`src/rtl/stream_seq_if.sv`:
```
// Handshake bundle between job/host logic, the sequencer and the datapath.
// The master drives job control and datapath feedback; the slave is the sequencer.
interface stream_seq_if #(
    parameter int CNT_W = 16
);
    logic             start;
    logic [CNT_W-1:0] beats;
    logic             abort;
    logic             ready;
    logic             dp_valid;
    logic             dp_out_valid;
    logic             busy;
    logic             done;
    logic             timeout_err;
    logic [CNT_W-1:0] issued_cnt;
    logic [CNT_W-1:0] returned_cnt;

    modport master (
        output start, beats, abort, ready, dp_out_valid,
        input  dp_valid, busy, done, timeout_err, issued_cnt, returned_cnt
    );

    modport slave (
        input  start, beats, abort, ready, dp_out_valid,
        output dp_valid, busy, done, timeout_err, issued_cnt, returned_cnt
    );
endinterface

```
`src/rtl/stream_seq_ctrl.sv`:
```
// Job sequencer for a valid-driven datapath: issues a programmed number of beats under
// ready and in-flight limits, counts returns, and flags completion or a stalled datapath.
//
//   state    | meaning
//   ---------+-----------------------------------------------------------
//   ST_IDLE  | no job; waits for start, returns are ignored
//   ST_ISSUE | issuing beats while ready and below the in-flight limit
//   ST_DRAIN | all beats issued, waiting for the remaining results
module stream_seq_ctrl #(
    parameter int CNT_W        = 16,
    parameter int MAX_INFLIGHT = 8,
    parameter int TIMEOUT      = 1024
) (
    input  logic        clk,
    input  logic        rst_n,
    stream_seq_if.slave ctrl
);
    typedef enum logic [1:0] {
        ST_IDLE  = 2'd0,
        ST_ISSUE = 2'd1,
        ST_DRAIN = 2'd2
    } state_e;

    localparam int               WD_W    = $clog2(TIMEOUT) + 1;
    localparam logic [WD_W-1:0]  WD_LAST = WD_W'(TIMEOUT - 1);
    localparam logic [CNT_W-1:0] LIMIT   = CNT_W'(MAX_INFLIGHT);

    state_e           state_q, state_d;
    logic [CNT_W-1:0] target_q, target_d;
    logic [CNT_W-1:0] issued_q, issued_d;
    logic [CNT_W-1:0] returned_q, returned_d;
    logic [WD_W-1:0]  wdog_q, wdog_d;
    logic             done_q, done_d;
    logic             terr_q, terr_d;

    logic [CNT_W-1:0] inflight;
    logic             issue;
    logic             ret;

    // Limit and return qualification use registered counts only.
    assign inflight = issued_q - returned_q;
    assign issue    = (state_q == ST_ISSUE) && ctrl.ready
                      && (inflight < LIMIT) && (issued_q < target_q);
    assign ret      = (state_q != ST_IDLE) && ctrl.dp_out_valid && (inflight != '0);

    always_ff @(posedge clk or negedge rst_n) begin
        if (!rst_n) begin
            state_q    <= ST_IDLE;
            target_q   <= '0;
            issued_q   <= '0;
            returned_q <= '0;
            wdog_q     <= '0;
            done_q     <= 1'b0;
            terr_q     <= 1'b0;
        end else begin
            state_q    <= state_d;
            target_q   <= target_d;
            issued_q   <= issued_d;
            returned_q <= returned_d;
            wdog_q     <= wdog_d;
            done_q     <= done_d;
            terr_q     <= terr_d;
        end
    end

    always_comb begin
        state_d    = state_q;
        target_d   = target_q;
        issued_d   = issued_q;
        returned_d = returned_q;
        wdog_d     = wdog_q;
        done_d     = 1'b0;
        terr_d     = 1'b0;

        case (state_q)
            ST_IDLE: begin
                wdog_d = '0;
                if (ctrl.start && !ctrl.abort) begin
                    issued_d   = '0;
                    returned_d = '0;
                    if (ctrl.beats == '0) begin
                        done_d = 1'b1;
                    end else begin
                        target_d = ctrl.beats;
                        state_d  = ST_ISSUE;
                    end
                end
            end
            default: begin
                // Abort beats the watchdog, which beats normal completion; counters hold.
                if (ctrl.abort) begin
                    state_d = ST_IDLE;
                end else if ((inflight != '0) && !ctrl.dp_out_valid && (wdog_q == WD_LAST)) begin
                    state_d = ST_IDLE;
                    terr_d  = 1'b1;
                end else begin
                    issued_d   = issued_q + CNT_W'(issue);
                    returned_d = returned_q + CNT_W'(ret);
                    wdog_d     = ((inflight == '0) || ctrl.dp_out_valid) ? '0
                                 : wdog_q + WD_W'(1);
                    if ((state_q == ST_ISSUE) && (issued_d == target_q)) begin
                        state_d = ST_DRAIN;
                    end
                    if ((state_q == ST_DRAIN) && (returned_d == target_q)) begin
                        state_d = ST_IDLE;
                        done_d  = 1'b1;
                    end
                end
            end
        endcase
    end

    assign ctrl.dp_valid     = issue;
    assign ctrl.busy         = (state_q != ST_IDLE);
    assign ctrl.done         = done_q;
    assign ctrl.timeout_err  = terr_q;
    assign ctrl.issued_cnt   = issued_q;
    assign ctrl.returned_cnt = returned_q;
endmodule

```
`src/flat_wrapper.sv`:
```
// flat-port wrapper written by rule: the top's interface ports become plain ports
module stream_seq_ctrl_flat 
#(
    parameter int CNT_W        = 16,
    parameter int MAX_INFLIGHT = 8,
    parameter int TIMEOUT      = 1024
)
  (clk, rst_n, ctrl_start, ctrl_beats, ctrl_abort, ctrl_ready, ctrl_dp_out_valid, ctrl_dp_valid, ctrl_busy, ctrl_done, ctrl_timeout_err, ctrl_issued_cnt, ctrl_returned_cnt);
  stream_seq_if #(.CNT_W(CNT_W)) ctrl_i ();
  input  logic clk;
  input  logic rst_n;
  input wire logic [$bits(ctrl_i.start)-1:0] ctrl_start;
  input wire logic [$bits(ctrl_i.beats)-1:0] ctrl_beats;
  input wire logic [$bits(ctrl_i.abort)-1:0] ctrl_abort;
  input wire logic [$bits(ctrl_i.ready)-1:0] ctrl_ready;
  input wire logic [$bits(ctrl_i.dp_out_valid)-1:0] ctrl_dp_out_valid;
  output wire logic [$bits(ctrl_i.dp_valid)-1:0] ctrl_dp_valid;
  output wire logic [$bits(ctrl_i.busy)-1:0] ctrl_busy;
  output wire logic [$bits(ctrl_i.done)-1:0] ctrl_done;
  output wire logic [$bits(ctrl_i.timeout_err)-1:0] ctrl_timeout_err;
  output wire logic [$bits(ctrl_i.issued_cnt)-1:0] ctrl_issued_cnt;
  output wire logic [$bits(ctrl_i.returned_cnt)-1:0] ctrl_returned_cnt;
  assign ctrl_i.start = ctrl_start;
  assign ctrl_i.beats = ctrl_beats;
  assign ctrl_i.abort = ctrl_abort;
  assign ctrl_i.ready = ctrl_ready;
  assign ctrl_i.dp_out_valid = ctrl_dp_out_valid;
  assign ctrl_dp_valid = ctrl_i.dp_valid;
  assign ctrl_busy = ctrl_i.busy;
  assign ctrl_done = ctrl_i.done;
  assign ctrl_timeout_err = ctrl_i.timeout_err;
  assign ctrl_issued_cnt = ctrl_i.issued_cnt;
  assign ctrl_returned_cnt = ctrl_i.returned_cnt;
  stream_seq_ctrl #(.CNT_W(CNT_W), .MAX_INFLIGHT(MAX_INFLIGHT), .TIMEOUT(TIMEOUT)) u_core (.clk(clk), .rst_n(rst_n), .ctrl(ctrl_i));
endmodule
```
`config.mk`:
```
export PLATFORM = sky130hd
export DESIGN_NAME = stream_seq_ctrl_flat
export DESIGN_NICKNAME = d
export VERILOG_FILES = /design/src/rtl/stream_seq_if.sv /design/src/rtl/stream_seq_ctrl.sv /design/src/flat_wrapper.sv
export SDC_FILE = /design/constraint.sdc
export NUM_CORES = 1
export LEC_CHECK = 0
export ABC_AREA = 1
export CAP_MARGIN = 5
export CORE_ASPECT_RATIO = 2
export CORE_MARGIN = 2
export CORE_UTILIZATION = 50
export CTS_CLUSTER_SIZE = 10
export DETAILED_ROUTE_END_ITERATION = 7
export GPL_TIMING_DRIVEN = 1
export HOLD_SLACK_MARGIN = 0.15
export PLACE_DENSITY = 0.75
export SETUP_SLACK_MARGIN = 0.1
export SKIP_LAST_GASP = 1
export SLEW_MARGIN = 20
export SYNTH_ARGS = -nofsm -noshare
export SYNTH_HDL_FRONTEND = slang
export SYNTH_SLANG_ARGS = --single-unit
```
`constraint.sdc`:
```
create_clock -name clk -period 3.5 [get_ports clk]
set_clock_uncertainty 0.05 [all_clocks]
set_input_delay 0.35 -clock clk [delete_from_list [all_inputs] [get_ports clk]]
set_output_delay 0.35 -clock clk [all_outputs]
set_load 0.02 [all_outputs]
```
==> results.py, run 1 <==
metrics = {
    "outcome": {
        "status": "complete, but fails checks",
        "violations": "negative setup slack",
    },
    "final_layout": {
        "drive_above_1_share": 0.309,
        "seq_area_mm2": 0.00159,
        "fillers": 731,
        "fin_cells": 1269,
        "design_area_mm2": 0.00870,
        "diodes": 0,
        "final_nets": 1182,
        "multi_input_area_mm2": 0.00416,
        "area_growth_pct": 56.3,
    },
    "place": {
        "place_area_mm2": 0.00753,
        "dp_hpwl_mm": 15.4,
        "dp_cells": 1235,
        "port_buffers": 57,
        "gp_congestion": 1.01,
    },
    "sta": {
        "max_freq_ghz": 0.235,
        "worst_pin_slew_ps": 880,
        "post-route-period-util": 1.22,
        "tns_ps": -2190,
        "period_needed_ps": 4250,
        "rsz0062_at_grt": "yes",
        "worst_slack_ps": -753,
        "max_slew_margin": 0.413,
        "finalHoldViolCount": 0,
        "setup_violations": 4,
        "finalMaxSlewViolations": 0,
    },
    "logic_synthesis": {
        "synth-edff-count": 0,
        "syn_area_per_cell_um2": 6.22,
        "ys_seq_area_frac": 0.283,
        "synthesis.area_mm2": 0.00557,
        "ys_ff_latch": 63,
        "yosysWarnings": 0,
        "yosysTopAreaCell": "dfrtp_1",
        "syn_nets": 953,
        "synth.most_common_cell": "nand2_1",
        "synthArstFlopShare": 1.00,
        "synth_common_cells": "351 x nand2_1, 131 x inv_1, 97 x nand3_1",
        "ys_top_cells_by_area": "dfrtp_1 28%, nand2_1 24%, inv_1 8.8%, nand3_1 8.7%, ha_1 7.9%",
        "synth_ff_type": "dfrtp_1",
        "synthCells": 895,
        "synth_cell_types": 34,
        "synth_top_area_share": 0.283,
    },
    "detailed_routing": {
        "drt-total-wl_mm": 21.9,
        "firstDrtPassIters": 6,
        "via_per_inst": 5.55,
        "drc": 0,
        "drt_iter0_drc": 625,
        "wire_per_inst_um": 17.3,
        "vias": 7044,
        "ant_nets": 0,
    },
    "power": {
        "p_leak_uw": 0.00453,
        "p_per_area_mw_per_mm2": 496,
        "combinationalPowerShare": 0.558,
        "clkPwrFrac": 0.226,
        "p_int_uw": 2520,
        "peakVddDrop_mv": 0.558,
        "power.switching_uw": 1790,
        "swShare": 0.415,
        "p_seq_frac": 0.217,
    },
    "cts": {
        "clk_pin_slew_ps": 50,
        "root_buffer": "clkbuf_16",
        "tritoncts": "yes",
        "cts.sink_count": 63,
        "cts_buffers": 9,
        "htreeDepth": 3,
        "clockBufferDepth": 2,
        "clkLatencyLatePin_ps": 330,
    },
    "global_routing": {
        "grt_pass1_wl_mm": 31.2,
        "overflow": 0,
        "antenna_found_initial": 0,
        "grt_usage": 0.335,
        "first_global_vias": 6610,
        "grt_start_max_net_pins": 37,
    },
    "floorplan": {
        "ios": 58,
        "die_x_um": 78.6,
        "start_util": 0.512,
        "row_count": 54,
        "die_h_um": 153,
        "die_area_mm2": 0.0120,
        "core_area_mm2": 0.0109,
    },
    "worst_setup_path": {
        "crit_fanout": 4,
        "rr_startpoint": "u_core.ctrl.returned_cnt[12]",
        "crit_top_cell": "nand2_1",
        "arrival_ps": 4410,
        "cp_slowest_cell": "dfrtp_2",
        "crit_type": "register to register",
        "critPathLaunchType": "register",
        "r2r_slack_ps": -750,
        "r2r_end": "u_core.state_q[0]",
        "slowest_delay_ps": 370,
        "cp-end-kind": "register",
        "cp.required_ps": 3660,
        "rr_worst_depth": 32,
    },
    "worst_hold_path": {
        "holdPathStages": 2,
        "min_to": "u_core.wdog_q[10]",
        "hp-start": "u_core.wdog_q[10]",
        "hold_path_class": "register to register",
    },
    "flow_run": {
        "maxCapViolCount": 0,
    },
}
## cells in the final DEF, fill, tap and decap left out, types with 15 or more instances in the layout
master	n
nand4_1	21
buf_6	19
nand2_2	39
buf_4	153
nand3_1	76
ha_1	19
inv_1	116
o21ai_0	20
nor2_1	52
nand3_2	17
clkdlybuf4s50_1	55
ha_4	15
dfrtp_1	51
nand2_1	300
a21oi_1	19
xor2_1	17
## cells by family (layout without fill, tap and decap cells)
kind of cell,Yosys count,count (layout),share of synthesized area
buf+inv,146,380,0.104
compound gates,51,51,0.0474
fa+ha+maj,36,36,0.0823
xor+xnor,28,28,0.0515
simple gates,571,571,0.432
flops,63,63,0.283
## through the flow
stage	worst slack [ps]	power, uW	util	hold WS [ps]
3_5_place_dp	-806	2960	0.693	463
3_3_place_gp	-673	2920	0.693	452
2_1_floorplan	-23.0	2070	-	4.41
6_report	-753	4310	0.800	490
4_1_cts	-494	4100	0.746	483
5_1_grt	-933	4540	0.800	522
## worst max path at each step
| stage | startpoint | end | slack [ps] |
|---|---|---|---|
| after global routing | u_core.ctrl.returned_cnt[8] | u_core.state_q[0] | -930 |
| after floorplan | u_core.ctrl.issued_cnt[0] | u_core.state_q[0] | -20 |
| final | u_core.ctrl.returned_cnt[12] | u_core.state_q[0] | -750 |
| after global placement | u_core.ctrl.returned_cnt[4] | u_core.state_q[0] | -670 |
| after CTS | u_core.ctrl.returned_cnt[0] | u_core.state_q[0] | -490 |
| after detailed placement | u_core.ctrl.returned_cnt[4] | u_core.state_q[0] | -810 |
## cell type report
cell class,count,area share
Timing Repair Buffer,230,0.223
Inverter,134,0.0591
Multi-Input combinational cell,686,0.478
Sequential cell,63,0.183
Clock inverter,6,0.00964
Clock buffer,10,0.0275
Tap cell,140,0.0201
## power by group through the flow
stage / logic [uW] / registers [uW] / clock network [uW]
6_report: 2410 / 934 / 974
5_1_grt: 2590 / 940 / 1010
4_1_cts: 2190 / 927 / 979
3_5_place_dp: 2020 / 939 / 0
3_3_place_gp: 1990 / 935 / 0
2_1_floorplan: 1110 / 965 / 0
## repair_timing
| item | CTS | global route |
|---|---|---|
| buffers inserted | 10 | 13 |
| hold endpoints to repair | 35 | 0 |
| resized for setup | 47 | 129 |
| setup endpoints to repair | 14 | 25 |
| hold buffers | 1 | 0 |
| pin swaps | 29 | 75 |
## state kept, by name, summed over array words and instances, names as in the netlist
| register | count |
|---|---|
| u_core.ctrl.done | 1 |
| u_core.ctrl.issued_cnt | 16 |
| u_core.ctrl.returned_cnt | 16 |
| u_core.ctrl.timeout_err | 1 |
| u_core.state_q | 2 |
| u_core.target_q | 16 |
| u_core.wdog_q | 11 |
## worst max-delay path: cells and delay by family (launching register included)
| family | cells | cell delay [ps] |
|---|---|---|
| and+or+nand+nor | 26 | 2600 |
| DFF | 1 | 370 |
| adders and majority gates | 3 | 790 |
| buffers and inverters | 3 | 310 |
## metal layers
metal,vias up,global-route usage,wire length [um]
met4,0,0.208,1780
met3,134,0.0390,1080
met1,3264,0.336,7430
met2,360,0.630,11600
met5,-,0,0
li1,3286,-,-
(Power assumes the default switching activity.)
==> run 2: changes to the inputs <==
Settings changed: GPL_TIMING_DRIVEN 1 to 0.
==> results.py, run 2 (synthesis results as in run 1) <==
metrics = {
    "cts": {
        "cts_buffers": 9,
        "tritoncts": "yes",
        "cts.sink_count": 63,
        "clockBufferDepth": 2,
        "root_buffer": "clkbuf_16",
        "htreeDepth": 3,
        "clk_pin_slew_ps": 60,
        "clkLatencyLatePin_ps": 340,
    },
    "floorplan": {
        "row_count": 54,
        "ios": 58,
        "die_x_um": 78.6,
        "core_area_mm2": 0.0109,
        "die_h_um": 153,
        "die_area_mm2": 0.0120,
        "start_util": 0.512,
    },
    "sta": {
        "worst_pin_slew_ps": 806,
        "rsz0062_at_grt": "yes",
        "max_slew_margin": 0.458,
        "period_needed_ps": 4090,
        "tns_ps": -1480,
        "setup_violations": 3,
        "max_freq_ghz": 0.244,
        "finalHoldViolCount": 0,
        "holdWs_ps": 353,
        "finalMaxSlewViolations": 0,
        "post-route-period-util": 1.17,
        "worst_slack_ps": -594,
    },
    "detailed_routing": {
        "wire_per_inst_um": 16.1,
        "via_per_inst": 5.36,
        "drt-total-wl_mm": 18.8,
        "firstDrtPassIters": 5,
        "vias": 6251,
        "drc": 0,
        "drt_iter0_drc": 344,
        "ant_nets": 0,
    },
    "worst_setup_path": {
        "slowest_delay_ps": 420,
        "crit_fanout": 4,
        "cp_slowest_cell": "dfrtp_2",
        "arrival_ps": 4250,
        "path_depth": 25,
        "critPathLaunchType": "register",
        "rr_startpoint": "u_core.ctrl.returned_cnt[0]",
        "r2r_end": "u_core.state_q[0]",
        "crit_type": "register to register",
        "cp.required_ps": 3660,
        "crit_family": "simple AND/OR/NAND/NOR gates",
        "cp-endpoint": "u_core.state_q[0]",
        "cp-end-kind": "register",
        "cp-startpoint": "u_core.ctrl.returned_cnt[0]",
        "crit_top_cell": "nand2_1",
        "rr_worst_depth": 25,
        "path_buf_inv": 2,
        "r2r_slack_ps": -590,
    },
    "worst_hold_path": {
        "hold_path_class": "primary input to async pin",
    },
    "global_routing": {
        "grt_pass1_wl_mm": 29.2,
        "antenna_found_initial": 0,
        "grt_start_max_net_pins": 54,
        "first_global_vias": 6125,
        "overflow": 0,
        "grt_usage": 0.317,
    },
    "final_layout": {
        "area_growth_pct": 39.2,
        "final_common_cell": "nand2_1",
        "diodes": 0,
        "final_cell_mix": "321 x nand2_1, 116 x inv_1, 82 x nand3_1",
        "design_area_mm2": 0.00775,
        "final_nets": 1080,
        "drive_above_1_share": 0.224,
    },
    "place": {
        "port_buffers": 57,
        "dp_hpwl_mm": 14.1,
        "place_area_mm2": 0.00648,
        "gp_congestion": 0.977,
    },
    "power": {
        "peakVddDrop_mv": 0.393,
        "p_per_area_mw_per_mm2": 505,
        "p_leak_uw": 0.00393,
    },
    "outcome": {
        "status": "complete, but fails checks",
        "violations": "negative setup slack",
    },
    "flow_run": {
        "maxCapViolCount": 0,
    },
}
==> run 2: cell types whose count changed in the layout (fill, tap and decap cells not counted), moves of 4 or more <==
| cell | previous run | this run |
|---|---|---|
| buf_6 | 19 | 5 |
| nand3_1 | 76 | 82 |
| dfrtp_2 | 12 | 26 |
| nand2_1 | 300 | 321 |
| clkbuf_1 | 0 | 4 |
| nand2_2 | 39 | 23 |
| buf_4 | 153 | 56 |
| dfrtp_1 | 51 | 37 |
| nand2_4 | 11 | 7 |
==> run 2: stage by stage <==
stage | utilization | total power [uW] | cells | setup WS (ps)
floorplan | - | 2070 | 895 | -23.0
global placement | 0.593 | 2570 | 1092 | -1320
detailed placement | 0.595 | 2590 | 1093 | -1310
CTS | 0.683 | 3790 | 1148 | -558
global route | 0.712 | 4130 | 1167 | -770
finish | 0.712 | 3910 | 1167 | -594
==> run 2: repair_timing <==
item / in CTS / in global routing
hold buffers: 1 / 0
setup buffers: 38 / 19
hold endpoints to repair: 63 / 0
endpoints found under the setup margin: 29 / 17
resized for setup: 85 / 51
gates cloned: 0 / 0
pin swaps: 37 / 30
==> run 2: worst reg2reg max path, delay by kind of cell, from the launching register on <==
family	cells	cell delay (ps)
fa+ha+maj	3	730
flops	1	420
simple gates	18	2060
buf+inv	2	250
xor+xnor	2	440
==> run 2: worst min-delay path by stage <==
stage                              end  slack, ps  depth (start not counted)
2_1_floorplan         u_core.ctrl.done          4                          0
3_3_place_gp         u_core.state_q[1]        450                          2
3_5_place_dp   u_core.ctrl.timeout_err        150                          1
4_1_cts        u_core.ctrl.timeout_err        340                          2
5_1_grt        u_core.ctrl.timeout_err        370                          2
6_report             u_core.state_q[1]        350                          2
==> run 2: power by group <==
group,switching [uW],leakage [uW],internal (uW)
Clock,346,0.000152,624
Combinational,1220,0.00298,744
Sequential,131,0.000796,849
==> run 2: final cells by class <==
type	count	area, um2
Timing Repair Buffer	116	1040
Tap cell	140	175
Buffer	12	82.6
Clock buffer	9	225
Clock inverter	7	97.6
Inverter	134	514
Multi-Input combinational cell	686	4010
Sequential cell	63	1610
Fill cell	913	3130
==> run 2: routing by layer <==
layer  vias up  wire, um  global-route usage  part of all wire
li1       3093         -                   -                 -
met1      2890      6540               0.311              0.35
met2       186     10200               0.593              0.54
met3        82       631              0.0319             0.034
met4         0      1410               0.228             0.075
met5         -         0                   0                 0
==> run 3: changes to the inputs <==
Settings changed: CTS_CLUSTER_DIAMETER set to 40, GPL_TIMING_DRIVEN 0 to unset.
==> results of run 3 <==
Final layout, timing and power as in run 1 (identical DEF).
